[src/rtl/zext_ram_pkg.sv]
// Shared ExtRAM arbiter types: bus widths, controller handshake bit indices, FSM states.
// Purely declarative; no latency or backpressure of its own.
package zext_ram_pkg;

  localparam int ADDR_W = 22;
  localparam int DATA_W = 32;

  localparam int REQ_RD = 0;
  localparam int REQ_WR = 1;

  typedef enum logic [1:0] {
    IDLE = 2'd0,
    BUSY = 2'd1,
    GAP  = 2'd2
  } arb_state_e;

  function automatic logic [ADDR_W-1:0] pack_addr(input logic [1:0]  bank,
                                                  input logic [11:0] row,
                                                  input logic [7:0]  col);
    return {bank, row, col};
  endfunction

endpackage

[src/rtl/zext_ram_rr_pick.sv]
// Combinational round-robin picker: first pending port after last_i, as a one-hot vector.
// Zero latency; no backpressure, the caller registers the result.
module zext_ram_rr_pick #(
  parameter int NUM_REQ = 4,
  parameter int LW      = $clog2(NUM_REQ)
) (
  input  logic [NUM_REQ-1:0] pend_i,
  input  logic [LW-1:0]      last_i,
  output logic [NUM_REQ-1:0] pick_o,
  output logic               vld_o
);

  logic [LW-1:0] idx;

  always_comb begin
    pick_o = '0;
    vld_o  = 1'b0;
    idx    = '0;
    // Walk last+1 .. last+NUM_REQ so last itself has the lowest priority.
    for (int i = 1; i <= NUM_REQ; i++) begin
      idx = LW'((int'(last_i) + i) % NUM_REQ);
      if (!vld_o && pend_i[idx]) begin
        pick_o[idx] = 1'b1;
        vld_o       = 1'b1;
      end
    end
  end

endmodule

[src/rtl/zext_ram_arbiter.sv]
// Round-robin arbiter serialising NUM_REQ requesters onto one ExtRAM controller port.
// Request->oRequest 1 cycle, iDone->oReqDone 1 cycle; requesters wait on done, stuck ops abort after TIMEOUT.
module zext_ram_arbiter
  import zext_ram_pkg::*;
#(
  parameter int NUM_REQ = 4,
  parameter int TIMEOUT = 100_000
) (
  input  logic                      iClk,
  input  logic                      iRst_N,
  input  logic [NUM_REQ-1:0]        iReqRd,
  input  logic [NUM_REQ-1:0]        iReqWr,
  input  logic [NUM_REQ*ADDR_W-1:0] iReqAddr,
  input  logic [NUM_REQ*DATA_W-1:0] iReqWrData,
  output logic [NUM_REQ-1:0]        oReqDone,
  output logic                      oReqErr,
  output logic [DATA_W-1:0]         oReqRdData,
  output logic [NUM_REQ-1:0]        oGrant,
  output logic [ADDR_W-1:0]         oRAMAddr,
  output logic [DATA_W-1:0]         oWrData,
  output logic [1:0]                oRequest,
  input  logic [DATA_W-1:0]         iRdData,
  input  logic [1:0]                iDone
);

  localparam int LW = $clog2(NUM_REQ);
  localparam int TW = $clog2(TIMEOUT);
  localparam logic [TW-1:0] TIMER_MAX = TW'(TIMEOUT - 1);
  localparam logic [LW-1:0] LAST_RST  = LW'(NUM_REQ - 1);

  arb_state_e          state_q, state_d;
  logic [LW-1:0]       last_q, last_d;
  logic [NUM_REQ-1:0]  grant_q, grant_d;
  logic [NUM_REQ-1:0]  done_q, done_d;
  logic                err_q, err_d;
  logic [DATA_W-1:0]   rdat_q, rdat_d;
  logic [ADDR_W-1:0]   addr_q, addr_d;
  logic [DATA_W-1:0]   wdat_q, wdat_d;
  logic [1:0]          req_q, req_d;
  logic                op_wr_q, op_wr_d;
  logic                conflict_q, conflict_d;
  logic [TW-1:0]       timer_q, timer_d;

  logic [NUM_REQ-1:0]  pend;
  logic [NUM_REQ-1:0]  pick;
  logic                pick_vld;
  logic [LW-1:0]       pick_idx;
  logic                done_hit;

  assign pend = iReqRd | iReqWr;

  zext_ram_rr_pick #(.NUM_REQ(NUM_REQ), .LW(LW)) u_pick (
    .pend_i (pend),
    .last_i (last_q),
    .pick_o (pick),
    .vld_o  (pick_vld)
  );

  always_comb begin
    pick_idx = '0;
    for (int k = 0; k < NUM_REQ; k++) begin
      if (pick[k]) pick_idx = LW'(k);
    end
  end

  // Only the done bit matching the issued op counts; the other is ignored.
  assign done_hit = op_wr_q ? iDone[REQ_WR] : iDone[REQ_RD];

  always_comb begin
    state_d    = state_q;
    last_d     = last_q;
    grant_d    = grant_q;
    done_d     = '0;
    err_d      = 1'b0;
    rdat_d     = rdat_q;
    addr_d     = addr_q;
    wdat_d     = wdat_q;
    req_d      = req_q;
    op_wr_d    = op_wr_q;
    conflict_d = conflict_q;
    timer_d    = timer_q;
    case (state_q)
      IDLE: begin
        if (pick_vld) begin
          grant_d    = pick;
          last_d     = pick_idx;
          addr_d     = iReqAddr[pick_idx*ADDR_W +: ADDR_W];
          wdat_d     = iReqWrData[pick_idx*DATA_W +: DATA_W];
          op_wr_d    = iReqWr[pick_idx];
          conflict_d = iReqWr[pick_idx] & iReqRd[pick_idx];
          req_d      = iReqWr[pick_idx] ? 2'b10 : 2'b01;
          timer_d    = '0;
          state_d    = BUSY;
        end
      end
      BUSY: begin
        if (done_hit) begin
          req_d   = 2'b00;
          done_d  = grant_q;
          err_d   = conflict_q;
          if (!op_wr_q) rdat_d = iRdData;
          state_d = GAP;
        end else if (timer_q == TIMER_MAX) begin
          req_d   = 2'b00;
          done_d  = grant_q;
          err_d   = 1'b1;
          state_d = GAP;
        end else begin
          timer_d = timer_q + 1'b1;
        end
      end
      GAP: begin
        if (iDone == 2'b00) begin
          grant_d = '0;
          state_d = IDLE;
        end
      end
      default: state_d = IDLE;
    endcase
  end

  always_ff @(posedge iClk) begin
    if (!iRst_N) begin
      state_q    <= IDLE;
      last_q     <= LAST_RST;
      grant_q    <= '0;
      done_q     <= '0;
      err_q      <= 1'b0;
      rdat_q     <= '0;
      addr_q     <= '0;
      wdat_q     <= '0;
      req_q      <= 2'b00;
      op_wr_q    <= 1'b0;
      conflict_q <= 1'b0;
      timer_q    <= '0;
    end else begin
      state_q    <= state_d;
      last_q     <= last_d;
      grant_q    <= grant_d;
      done_q     <= done_d;
      err_q      <= err_d;
      rdat_q     <= rdat_d;
      addr_q     <= addr_d;
      wdat_q     <= wdat_d;
      req_q      <= req_d;
      op_wr_q    <= op_wr_d;
      conflict_q <= conflict_d;
      timer_q    <= timer_d;
    end
  end

  assign oReqDone   = done_q;
  assign oReqErr    = err_q;
  assign oReqRdData = rdat_q;
  assign oGrant     = grant_q;
  assign oRAMAddr   = addr_q;
  assign oWrData    = wdat_q;
  assign oRequest   = req_q;

endmodule

[config.mk]
export PLATFORM = sky130hd
export DESIGN_NAME = zext_ram_arbiter
export DESIGN_NICKNAME = d
export VERILOG_FILES = /design/src/rtl/zext_ram_pkg.sv /design/src/rtl/zext_ram_rr_pick.sv /design/src/rtl/zext_ram_arbiter.sv
export SDC_FILE = /design/constraint.sdc
export NUM_CORES = 1
export LEC_CHECK = 0
export CELL_PAD_IN_SITES_DETAIL_PLACEMENT = 1
export CELL_PAD_IN_SITES_GLOBAL_PLACEMENT = 2
export CORE_ASPECT_RATIO = 2
export CORE_MARGIN = 4
export CORE_UTILIZATION = 23
export CTS_CLUSTER_DIAMETER = 100
export DETAILED_ROUTE_END_ITERATION = 10
export GPL_ROUTABILITY_DRIVEN = 0
export PLACE_DENSITY_LB_ADDON = 0.05
export SKIP_LAST_GASP = 1
export SLEW_MARGIN = 20
export SYNTH_ARGS = -nofsm -noshare
export SYNTH_HDL_FRONTEND = slang
export SYNTH_HIERARCHICAL = 1
export SYNTH_SLANG_ARGS = --single-unit
[constraint.sdc]
create_clock -name iClk -period 5.1 [get_ports iClk]
set_input_delay 1.02 -clock iClk [delete_from_list [all_inputs] [get_ports iClk]]
set_output_delay 1.02 -clock iClk [all_outputs]
set_load 0.01 [all_outputs]
==> summary.txt, run 1 <==
number of global-route vias before repair - 7588
Skew-Pair Late Insertion Delay - 0.43 ns
area delta synth->final - 67.3%
xor-xnor portion of the synthesized cell area - 0
Post-route DRC - 0
Die Y - 249 µm
post-synthesis compound-gate area fraction - 0.196
Detail Route Antenna Nets - 0
clk buf depth - 2
Tmin final - 3.93 ns
First DRT Iteration DRCs - 187
met3 Use GR - 0.0604
fmax - 255 MHz
register area share after synthesis - 0.361
# rows - 87
Post-Synth Adder-Cell Area - 0.0169
CP cell instances - inv_1 > ha_1 > mux2i_1 > o2111ai_1 > o21ai_0 > a221o_4 > buf_12 > mux2i_1 > o21ai_0 > mux2i_1 > a211oi_1
clk slew on worst S/H paths - 0.06 ns
Starting Density - 0.234
post-cts sizing count - 0
Slew Limit Fails - 0
Period Utilization, post-route - 0.770
hold buffer count at cts - 0
Post-CTS Setup Inserts - 0
Crit-path slowest cell - dfxtp_1
Via-to-Cell Ratio - 4.74
first-pass GRT wire length - 44.3 mm
YS warnings - 6
Pwr per Cell Area - 430 mW/mm²
Final Setup Violations - 0
antenna cells - 0
Mapped Area - 0.00666 mm²
final core occ - 0.392
VDD IR max - 0.224 mV
data required time of the worst path - 5.37 ns
leak pwr - 3.95 nW
Avg Cell Area, Syn - 8.23 µm²
I/O Pins - 357
Final HPWL DP - 23.1 mm
number of cells produced by synthesis - 809
WL/cell - 19.7 µm
GR Util met2 - 0.365
CP Capture Type - flop
CP max FO - 40
max-cap violation count - 0
total number of vias - 7106
HP Class - flop to flop
Critical Path AT - 4.19 ns
RSZ-0062 raised after global routing - no
Syn Nets - 1078
post-synth cell types - 60
slowest stage delay, CP - 0.55 ns
mux share of post-synthesis cell area - 0.191
largest family of logic cells by synthesized area - compound AO/OA/AOI/OAI gates
startpoint types - flop
critical path type - flop to flop
EDFF count, synth - 0
NumNets Final - 1400
initial antenna violation count - 0
number of buffers created by CTS - 17
# fillers - 3266
CP most frequent cell - mux2i_1
Overflow after GRT - 0
run status - finished clean
Worst slew margin - 0.326
Final Hold Fails - 0
layout cells sized above 1 - 0.0603
Yosys reg bits - 120
worst slew pin tran - 1.01 ns
simple-gate area share of the yosys netlist - 0.189
die area - 0.0319 mm²
CTS tree - done
GRT met1 Usage - 0.167
Sum Neg Setup Slack - 0 ns
gr usage total - 0.183
CTS Root Cell - clkbuf_16
Die X - 128 µm
clock sinks - 120
final worst clock skew - 0.00828 ns
largest net degree at the start of global routing - 82
Most used DFF post-synth - dfxtp_1
global route hottest layer - met2
final WL - 29.6 mm
Buffers on Ports - 356
Core Region - 0.0284 mm²
First-pass DRT Iterations - 4
async set or reset register ratio after synthesis - 0
H-tree lvl count - 4
## cells in the mapped netlist, types with 2 or more instances
cell	instances	area share
mux2_2	2	0.0034
nand3_1	12	0.0090
a211oi_1	56	0.063
mux2i_1	122	0.18
and2_1	3	0.0028
and3_1	7	0.0066
o21ai_0	66	0.050
nand4_1	7	0.0066
nor2b_1	2	0.0019
a22oi_1	5	0.0056
clkbuf_1	46	0.026
nor3b_1	2	0.0023
a21oi_1	39	0.029
nand4b_1	2	0.0026
nand2_1	143	0.081
a221o_1	4	0.0060
nor3_1	5	0.0038
buf_2	7	0.0053
ha_1	9	0.017
nand2b_1	3	0.0028
or2_2	6	0.0056
nand3_2	2	0.0030
inv_1	8	0.0045
dfxtp_1	120	0.36
a21oi_2	2	0.0026
buf_6	2	0.0034
buf_1	8	0.0045
nor2_1	73	0.041
o211a_1	2	0.0030
o21a_1	5	0.0056
a31oi_1	2	0.0019
or4_1	2	0.0023
nand3b_1	4	0.0045
o221a_2	5	0.0085
## metal layers
| metal | routed length, µm | share of wire |
|---|---|---|
| met1 | 9820 | 0.33 |
| met2 | 17100 | 0.58 |
| met3 | 2060 | 0.070 |
| met4 | 609 | 0.021 |
| met5 | 0 | 0 |
## state kept, by name, summed over array words and instances, names as in the netlist
signal      flops
oRequest        2
last_q          2
oReqRdData     32
oWrData        32
oReqErr         1
timer_q        17
oGrant          4
oRAMAddr       22
oReqDone        4
conflict_q      1
state_q         2
op_wr_q         1
## path summary, 6_finish.rpt
path	startpoint	to	slack (ns)	cells past startpoint
worst max register to register	last_q[0]	oRAMAddr[14]	1.17	11
worst min-delay path	oReqRdData[26]	oReqRdData[26]	0.45	2
worst max-delay path	last_q[0]	oRAMAddr[14]	1.17	11
worst min register to register	oReqRdData[26]	oReqRdData[26]	0.45	2
## kinds of logic after synthesis
| family | Yosys count |
|---|---|
| AO/OA/AOI/OAI | 200 |
| flip-flops | 120 |
| buffers and inverters | 73 |
| multiplexers | 125 |
| adder cells (fa/ha/maj) | 9 |
| AND/OR/NAND/NOR | 282 |
## placed cells by master (no fill, tap or decap), types with 3 or more instances in the layout
master / count
inv_1: 8
o21ai_0: 66
nor3_1: 5
clkinv_2: 7
buf_12: 3
a21oi_1: 39
buf_4: 8
mux2i_1: 122
dfxtp_1: 120
ha_1: 9
o21a_1: 5
nand4_1: 7
a211oi_1: 56
nor2_1: 73
nand2b_1: 3
and3_1: 7
clkdlybuf4s50_1: 356
o221a_2: 5
a22oi_1: 5
nand2_1: 143
clkbuf_16: 17
nand3b_1: 4
bufinv_16: 3
nand3_1: 12
or2_2: 6
a221o_4: 3
clkbuf_1: 5
## power breakdown
group	switching, W	internal (W)	leakage, nW
Combinational	0.00121	0.00112	2.68
Sequential	0.000116	0.00113	0.986
Clock	0.000445	0.000761	0.281
## worst max-delay path: cells and delay by family, from the launching register on
kind                       cells  cell delay, ns
buffers and inverters          2            0.58
AOI/OAI and AO/OA              5            1.37
adders and majority gates      1            0.50
muxes                          3            0.69
DFF                            1            0.55
## area by class of cell
| type | instances | area, µm² | area share |
|---|---|---|---|
| inverters | 9 | 35.0 | 0.00315 |
| flip-flops and latches | 120 | 2400 | 0.216 |
| clock inverters | 10 | 128 | 0.0115 |
| well taps | 356 | 445 | 0.0400 |
| clock buffers | 22 | 444 | 0.0399 |
| multi-input cells | 616 | 4000 | 0.359 |
| repair buffers | 367 | 3680 | 0.331 |
## stage by stage
step / hold WS (ns) / power (W) / instances / instance area [µm²] / worst slack, ns
after global placement: 0.441 / 0.00363 / 1468 / 10600 / 0.760
after CTS: 0.458 / 0.00490 / 1500 / 11100 / 1.12
after global routing: 0.472 / 0.00512 / 1500 / 11100 / 0.909
final: 0.454 / 0.00478 / 1500 / 11100 / 1.17
after floorplan: 0.447 / 0.00263 / 809 / 6660 / 1.38
after detailed placement: 0.450 / 0.00366 / 1468 / 10600 / 0.720
(Power assumes the default switching activity.)
==> run 2, diff against run 1 <==
CORE_UTILIZATION = 21   (was 23)
clock period = 3.9 ns   (was 5.1 ns; I/O delays follow)
==> run 2 against run 1 <==
First-iteration DRC count is 2.1% higher. Worst hold slack lost 0.0045 ns. Core utilization shrank 2.9 points. Total power grew 33%. Sequential power up 31%. Largest cell class unchanged. Largest power group unchanged.
==> summary.txt, run 2 (synthesis results as in run 1) <==
slowest stage delay, CP - 0.58 ns
startpoint types - primary input
total number of vias - 7168
commonest non-fill, non-tap cell in the layout - clkdlybuf4s50_1
Critical Path AT - 3.71 ns
area delta synth->final - 71.1%
Final Power - 0.00638 W
CTS Root Cell - clkbuf_16
Final Hold Fails - 0
global route hottest layer - met2
HP Class - flop to flop
Final Setup Violations - 0
CP max FO - 24
worst slew pin tran - 0.893 ns
fmax - 297 MHz
Worst slew margin - 0.405
most frequent cells in the layout - 356 x clkdlybuf4s50_1, 143 x nand2_1, 122 x mux2i_1, 120 x dfxtp_1, 73 x nor2_1
Finished Cell Area - 0.0114 mm²
GRT met1 Usage - 0.158
VDD IR max - 0.321 mV
Skew-Pair Late Insertion Delay - 0.43 ns
Comb pwr share - 0.508
R2R Setup Slk - 0.91 ns
Finished Layout Cells - 1584
Slew Limit Fails - 0
Post-route DRC - 0
gr usage total - 0.171
Detail Route Antenna Nets - 0
data required time of the worst path - 4.24 ns
Overflow after GRT - 0
RSZ-0062 raised after global routing - no
number of global-route vias before repair - 7580
Psw - 0.00234 W
CP most frequent cell - mux2i_1
Via-to-Cell Ratio - 4.53
I/O Pins - 357
met3 Use GR - 0.0617
Sum Neg Setup Slack - 0 ns
CP Capture Type - flop
H-tree lvl count - 4
die area - 0.0348 mm²
WL/cell - 19.2 µm
clk slew on worst S/H paths - 0.06 ns
Cell Int Power - 0.00405 W
final WL - 30.4 mm
Flop pwr share - 0.253
max-cap violation count - 0
antenna cells - 0
GR Util met2 - 0.341
clk buf depth - 2
Crit-path slowest cell - mux4_1
initial antenna violation count - 3
Die Y - 260 µm
Sw Ratio - 0.366
WHS - 0.450 ns
Post-CTS Setup Inserts - 0
clock sinks - 120
# rows - 92
largest net degree at the start of global routing - 81
leak pwr - 4.05 nW
CP cell instances - clkdlybuf4s50_1 > or2_2 > mux4_1 > nand2_1 > mux2i_1 > a221o_4 > buf_12 > buf_4 > mux2i_1 > o21ai_0 > mux2i_1 > a211oi_1
post-cts sizing count - 0
First-pass DRT Iterations - 4
hold buffer count at cts - 0
final worst clock skew - 0.00892 ns
# fillers - 3677
Tmin final - 3.37 ns
run status - finished clean
NumNets Final - 1422
critical path type - primary input to flop
Clk network pwr share - 0.239
Die X - 134 µm
Starting Density - 0.212
number of buffers created by CTS - 17
Buffers on Ports - 356
dpl cell area - 0.0109 mm²
CTS tree - done
First DRT Iteration DRCs - 191
Core Region - 0.0314 mm²
Period Utilization, post-route - 0.864
dpl cells - 1557
Pwr per Cell Area - 560 mW/mm²
first-pass GRT wire length - 45.1 mm
Final HPWL DP - 24.2 mm
layout cells sized above 1 - 0.0758
==> run 2: final timing paths <==
kind / startpoint / end / depth (start not counted)
worst max register to register: last_q[1] / oRAMAddr[13] / 13
worst min-delay path: oReqRdData[16] / oReqRdData[16] / 2
worst min register to register: oReqRdData[16] / oReqRdData[16] / 2
worst max-delay path: iReqWr[1] / oRAMAddr[13] / 12
==> run 2: through the flow <==
stage	setup WS (ns)	utilization
global route	0.324	0.362
CTS	0.531	0.362
detailed placement	0.0661	0.345
floorplan	0.423	-
global placement	0.0969	0.345
finish	0.532	0.362
==> run 2: power by group through the flow <==
stage | logic (W) | clock network, W | registers (W)
floorplan | 0.00170 | 0 | 0.00174
global placement | 0.00331 | 0 | 0.00163
detailed placement | 0.00333 | 0 | 0.00164
CTS | 0.00334 | 0.00159 | 0.00162
global route | 0.00355 | 0.00163 | 0.00165
finish | 0.00324 | 0.00152 | 0.00162
==> run 2: final cells by class <==
cell class	count	area, µm²	share of cell area
inverters	9	35.0	0.00308
well taps	423	529	0.0465
multi-input cells	616	3990	0.350
flip-flops and latches	120	2400	0.211
clock inverters	5	75.1	0.00659
clock buffers	22	464	0.0408
repair buffers	389	3900	0.342
==> run 2: per-layer routing <==
layer  vias up  wire length, µm
li1       3573                -
met1      3327            10400
met2       235            17100
met3        29             2340
met4         4              499
met5         -               22
==> run 2: worst max-delay path, delay by kind of cell <==
family / cells / cell delay (ns)
muxes: 4 / 0.87
and+or+nand+nor: 2 / 0.48
buffers and inverters: 3 / 0.79
AOI/OAI and AO/OA: 3 / 0.78
==> run 3, diff against run 2 <==
--- a/constraint.sdc
+++ b/constraint.sdc
@@ -3,2 +3,2 @@
 set_output_delay 0.78 -clock iClk [all_outputs]
-set_load 0.01 [all_outputs]
+set_load 0.005 [all_outputs]
==> results of run 3 <==
Same layout as run 2 (identical final DEF). Status: finished clean.
Main changes from that run: total power 0.00638 W -> 0.00630 W
==> variant 1 (settings of run 3) <==
Re-encode `arb_state_e` (3 states) as one-hot, 3 bits wide.
--- a/src/rtl/zext_ram_pkg.sv
+++ b/src/rtl/zext_ram_pkg.sv
@@ -8,10 +8,10 @@
   localparam int REQ_RD = 0;
   localparam int REQ_WR = 1;
 
-  typedef enum logic [1:0] {
-    IDLE = 2'd0,
-    BUSY = 2'd1,
-    GAP  = 2'd2
+  typedef enum logic [2:0] {
+    IDLE = 3'b001,
+    BUSY = 3'b010,
+    GAP  = 3'b100
   } arb_state_e;
 
   function automatic logic [ADDR_W-1:0] pack_addr(input logic [1:0]  bank,
Formal check against the unedited RTL: no difference found for any inputs over 4 cycles, from zero or initial values and one cycle with iRst_N low; so few cycles prove little.
==> variant 1 against run 3 <==
Area after synthesis barely moved; sequential cell count rose by 1; critical path depth unchanged; clock power about the same; wire length up 4.0%; synthesized cell count down 1.1%; design area up 0.11%; total power rose by 5.8%; count of clock-buffer cells in the layout decreased by 5; via count is 1.1% lower; worst setup slack got worse by 0.14 ns; critical endpoint is now oRAMAddr[14]; highest routed layer unchanged.
==> variant 1: results (changes against run 3) <==
Outcome
  • Status: finished clean (unchanged)

Worst setup path
  • Worst reg2reg setup slack: 0.73 ns (was 0.91 ns)
  • CP startpoint: iReqWr[3] (was iReqWr[1])
  • Critical path's top delay family: compound AO/OA/AOI/OAI gates (was multiplexers)
  • CP max-delay cell: clkdlybuf4s50_1 (was mux4_1)
  • Max FO, Critical Path: 30 (was 24)
  • Largest stage delay on the critical path: 0.42 ns (was 0.58 ns)
  • Crit path DAT: 3.80 ns (was 3.71 ns)
  • R2R depth: 12 (was 13)

STA
  • Setup Skew: 0.0125 ns (was 0.00892 ns)
  • WHS: 0.449 ns (was 0.450 ns)
  • Slew of the pin with the lowest slew margin: 0.662 ns (was 0.893 ns)

Global route
  • GR Util met1: 16.1% (was 15.8%)
  • Met3 usage: 6.91% (was 6.17%)
  • Initial antenna violation count: 5 (was 3)
  • First-pass GRT wire length: 46000 um (was 45100 um)
  • Gr usage total: 17.8% (was 17.1%)
  • Largest net degree at the start of global routing: 114 (was 81)
  • GR Util met2: 35.7% (was 34.1%)
  • Vias in the first global route: 7439 (was 7580)

Synthesis
  • Post-synth cell types: 53 (was 60)
  • Register area share after synthesis: 36.4% (was 36.1%)
  • Synth top area cells: dfxtp_1 (36%), mux2i_1 (18%), o21ai_0 (9.1%), nand2_1 (7.8%), a21oi_1 (4.7%) (was dfxtp_1 (36%), mux2i_1 (18%), nand2_1 (8.1%), a211oi_1 (6.3%), o21ai_0 (5.0%))
  • Mapped Nets: 1069 (was 1078)
  • Synth cell count leaders: nand2_1 (139), dfxtp_1 (121), mux2i_1 (121), o21ai_0 (121), a21oi_1 (62) (was nand2_1 (143), mux2i_1 (122), dfxtp_1 (120), nor2_1 (73), o21ai_0 (66))

Drt
  • Met2 routed WL: 18400 um (was 17100 um)
  • DRT iter0 DRCs: 246 (was 191)
  • Drt total wl: 31600 um (was 30400 um)
  • Post-DR vias/cell: 4.47 (was 4.53)
  • Via count: 7088 (was 7168)

Placed design
  • Post-DP HPWL: 25200 um (was 24200 um)
  • Dpl cell area: 10800 sq um (was 10900 sq um)
  • Pre-CTS setup slack: -0.0936 ns (was 0.0661 ns)
  • Post-Place Cells: 1549 (was 1557)

Power
  • Peak supply drop: 0.000410 V (was 0.000321 V)
  • Switching share of power: 37.9% (was 35.8%)

Layout
  • Layout net count: 1414 (was 1422)
[variant 1: cell count changes in the layout (fill, tap and decap cells not counted), sizes merged, moves of 6 or more]
cell      delta
clkinvlp     +6
nor2        -58
a21boi      +37
o21ai       +57
a22oi        -6
xor2         +9
or3          +6
a21oi       +21
a211oi      -55
[variant 1: worst min-delay path by stage]
stage	startpoint	endpoint
floorplan	conflict_q	conflict_q
global placement	oReqRdData[19]	oReqRdData[19]
detailed placement	oReqRdData[18]	oReqRdData[18]
CTS	oReqRdData[18]	oReqRdData[18]
global route	oReqRdData[4]	oReqRdData[4]
finish	oReqRdData[18]	oReqRdData[18]
[variant 1: area by class of cell]
cell class                      instances  area, sq um
Fill cell                            3651        20000
Multi-Input combinational cell        610         3980
Timing Repair Buffer                  387         3880
Sequential cell                       121         2420
Tap cell                              423          529
Clock buffer                           17          425
Clock inverter                         15          130
Inverter                                8         30.0
Antenna cell                            3         7.51
[variant 1: cells by family (layout without fill, tap and decap cells)]
| kind of cell | after synthesis | in the layout | share of synthesized area (%) |
|---|---|---|---|
| compound gates | 238 | 238 | 20.8 |
| simple gates | 227 | 227 | 16.0 |
| mux | 127 | 127 | 19.5 |
| flops | 121 | 121 | 36.4 |
| buf+inv | 69 | 427 | 4.38 |
| fa+ha+maj | 9 | 9 | 1.69 |
| xor+xnor | 9 | 9 | 1.19 |
| other cells | 0 | 3 | 0 |
[variant 1: power groups by stage]
stage / combinational (mW) / clock (mW) / sequential, mW
after floorplan: 1.87 / 0 / 1.70
after global placement: 3.57 / 0 / 1.68
after detailed placement: 3.57 / 0 / 1.69
after CTS: 3.58 / 1.58 / 1.67
after global routing: 3.82 / 1.63 / 1.71
final: 3.48 / 1.52 / 1.67
==> variant 2 (flow settings as in run 3) <==
Without the edit above. Change the parameter `TIMEOUT` from 100_000 to 200_000.
--- a/src/rtl/zext_ram_arbiter.sv
+++ b/src/rtl/zext_ram_arbiter.sv
@@ -4,7 +4,7 @@
   import zext_ram_pkg::*;
 #(
   parameter int NUM_REQ = 4,
-  parameter int TIMEOUT = 100_000
+  parameter int TIMEOUT = 200_000
 ) (
   input  logic                      iClk,
   input  logic                      iRst_N,
Behaviour: no difference found for any inputs over 4 cycles, from zero or initial values and one cycle with iRst_N low; that may be too few to reach the edited logic, so the function may still have changed.
==> variant 2 against run 3 <==
Worst setup slack got worse by 0.16 ns; area after synthesis is 0.26% lower; clock power up 7%; sequential cell count up 1; total power increased by 2.6%; design area barely moved; wire length up 5.9%; die area shrank 0.25%; critical path type unchanged; largest cell class unchanged; largest power group unchanged.
==> variant 2: results (changes against run 3) <==
Outcome
  • Status: finished clean (unchanged)

STA
  • Worst slew margin: 43.3% (was 40.5%)
  • WHS: 0.453 ns (was 0.450 ns)

Power
  • Peak supply drop: 0.000324 V (was 0.000321 V)
  • Comb pwr share: 49.4% (was 50.1%)
  • Switching share of power: 37.1% (was 35.8%)

Layout
  • Layout net count: 1419 (was 1422)

Worst setup path
  • CP startpoint: iReqWr[0] (was iReqWr[1])
  • Crit path DAT: 3.90 ns (was 3.71 ns)
  • Worst R2R End: oRequest[0] (was oRAMAddr[13])
  • Worst reg2reg setup slack: 0.57 ns (was 0.91 ns)
  • R2R depth: 12 (was 13)
  • CP max-delay cell: o21ai_0 (was mux4_1)

Global route
  • First-pass GRT wire length: 47700 um (was 45100 um)
  • GR Util met1: 16.3% (was 15.8%)
  • Gr usage total: 18.3% (was 17.1%)
  • Largest net degree at the start of global routing: 98 (was 81)
  • Met3 usage: 6.65% (was 6.17%)
  • GR Util met2: 36.9% (was 34.1%)

Synthesis
  • Mux share of post-synthesis cell area: 19.0% (was 19.1%)
  • Synth Area in Compound Gates: 20.1% (was 19.6%)
  • Mapped Nets: 1077 (was 1078)
  • Post-Synth Adder-Cell Area: 1.70% (was 1.69%)
  • Post-synth cell types: 59 (was 60)

Drt
  • DRT iter0 DRCs: 226 (was 191)
  • Met1 WL: 10200 um (was 10400 um)
  • Via count: 7249 (was 7168)
  • Met2 routed WL: 18700 um (was 17100 um)

Hold path
  • Worst Hold Launch: oReqRdData[27] (was oReqRdData[16])
  • Hold EP: oReqRdData[27] (was oReqRdData[16])

Placed design
  • Pre-CTS setup slack: -0.0558 ns (was 0.0661 ns)
  • Post-DP HPWL: 25400 um (was 24200 um)
[variant 2: changes by cell type after synthesis, sizes merged, moves of 5 or more]
| cell | before | now |
|---|---|---|
| buf | 18 | 27 |
| nor4 | 1 | 6 |
| a21oi | 41 | 46 |
| o221a | 5 | 0 |
| clkbuf | 46 | 36 |
[variant 2: layout make-up]
class	count	area (sq um)
repair buffers	386	3880
diodes	2	5.00
well taps	418	523
fillers	3618	19700
multi-input cells	613	3940
clock inverters	15	168
inverters	11	43.8
clock buffers	17	425
flip-flops and latches	121	2420
[variant 2: worst max-delay path by stage]
stage | endpoint | slack, ns | cells after the start
2_1_floorplan | oWrData[12] | 0.50 | 12
3_3_place_gp | oRequest[0] | 0.05 | 12
3_5_place_dp | oRequest[0] | -0.06 | 12
4_1_cts | oRequest[0] | 0.41 | 12
5_1_grt | oRequest[0] | 0.13 | 12
6_report | oRequest[0] | 0.37 | 12
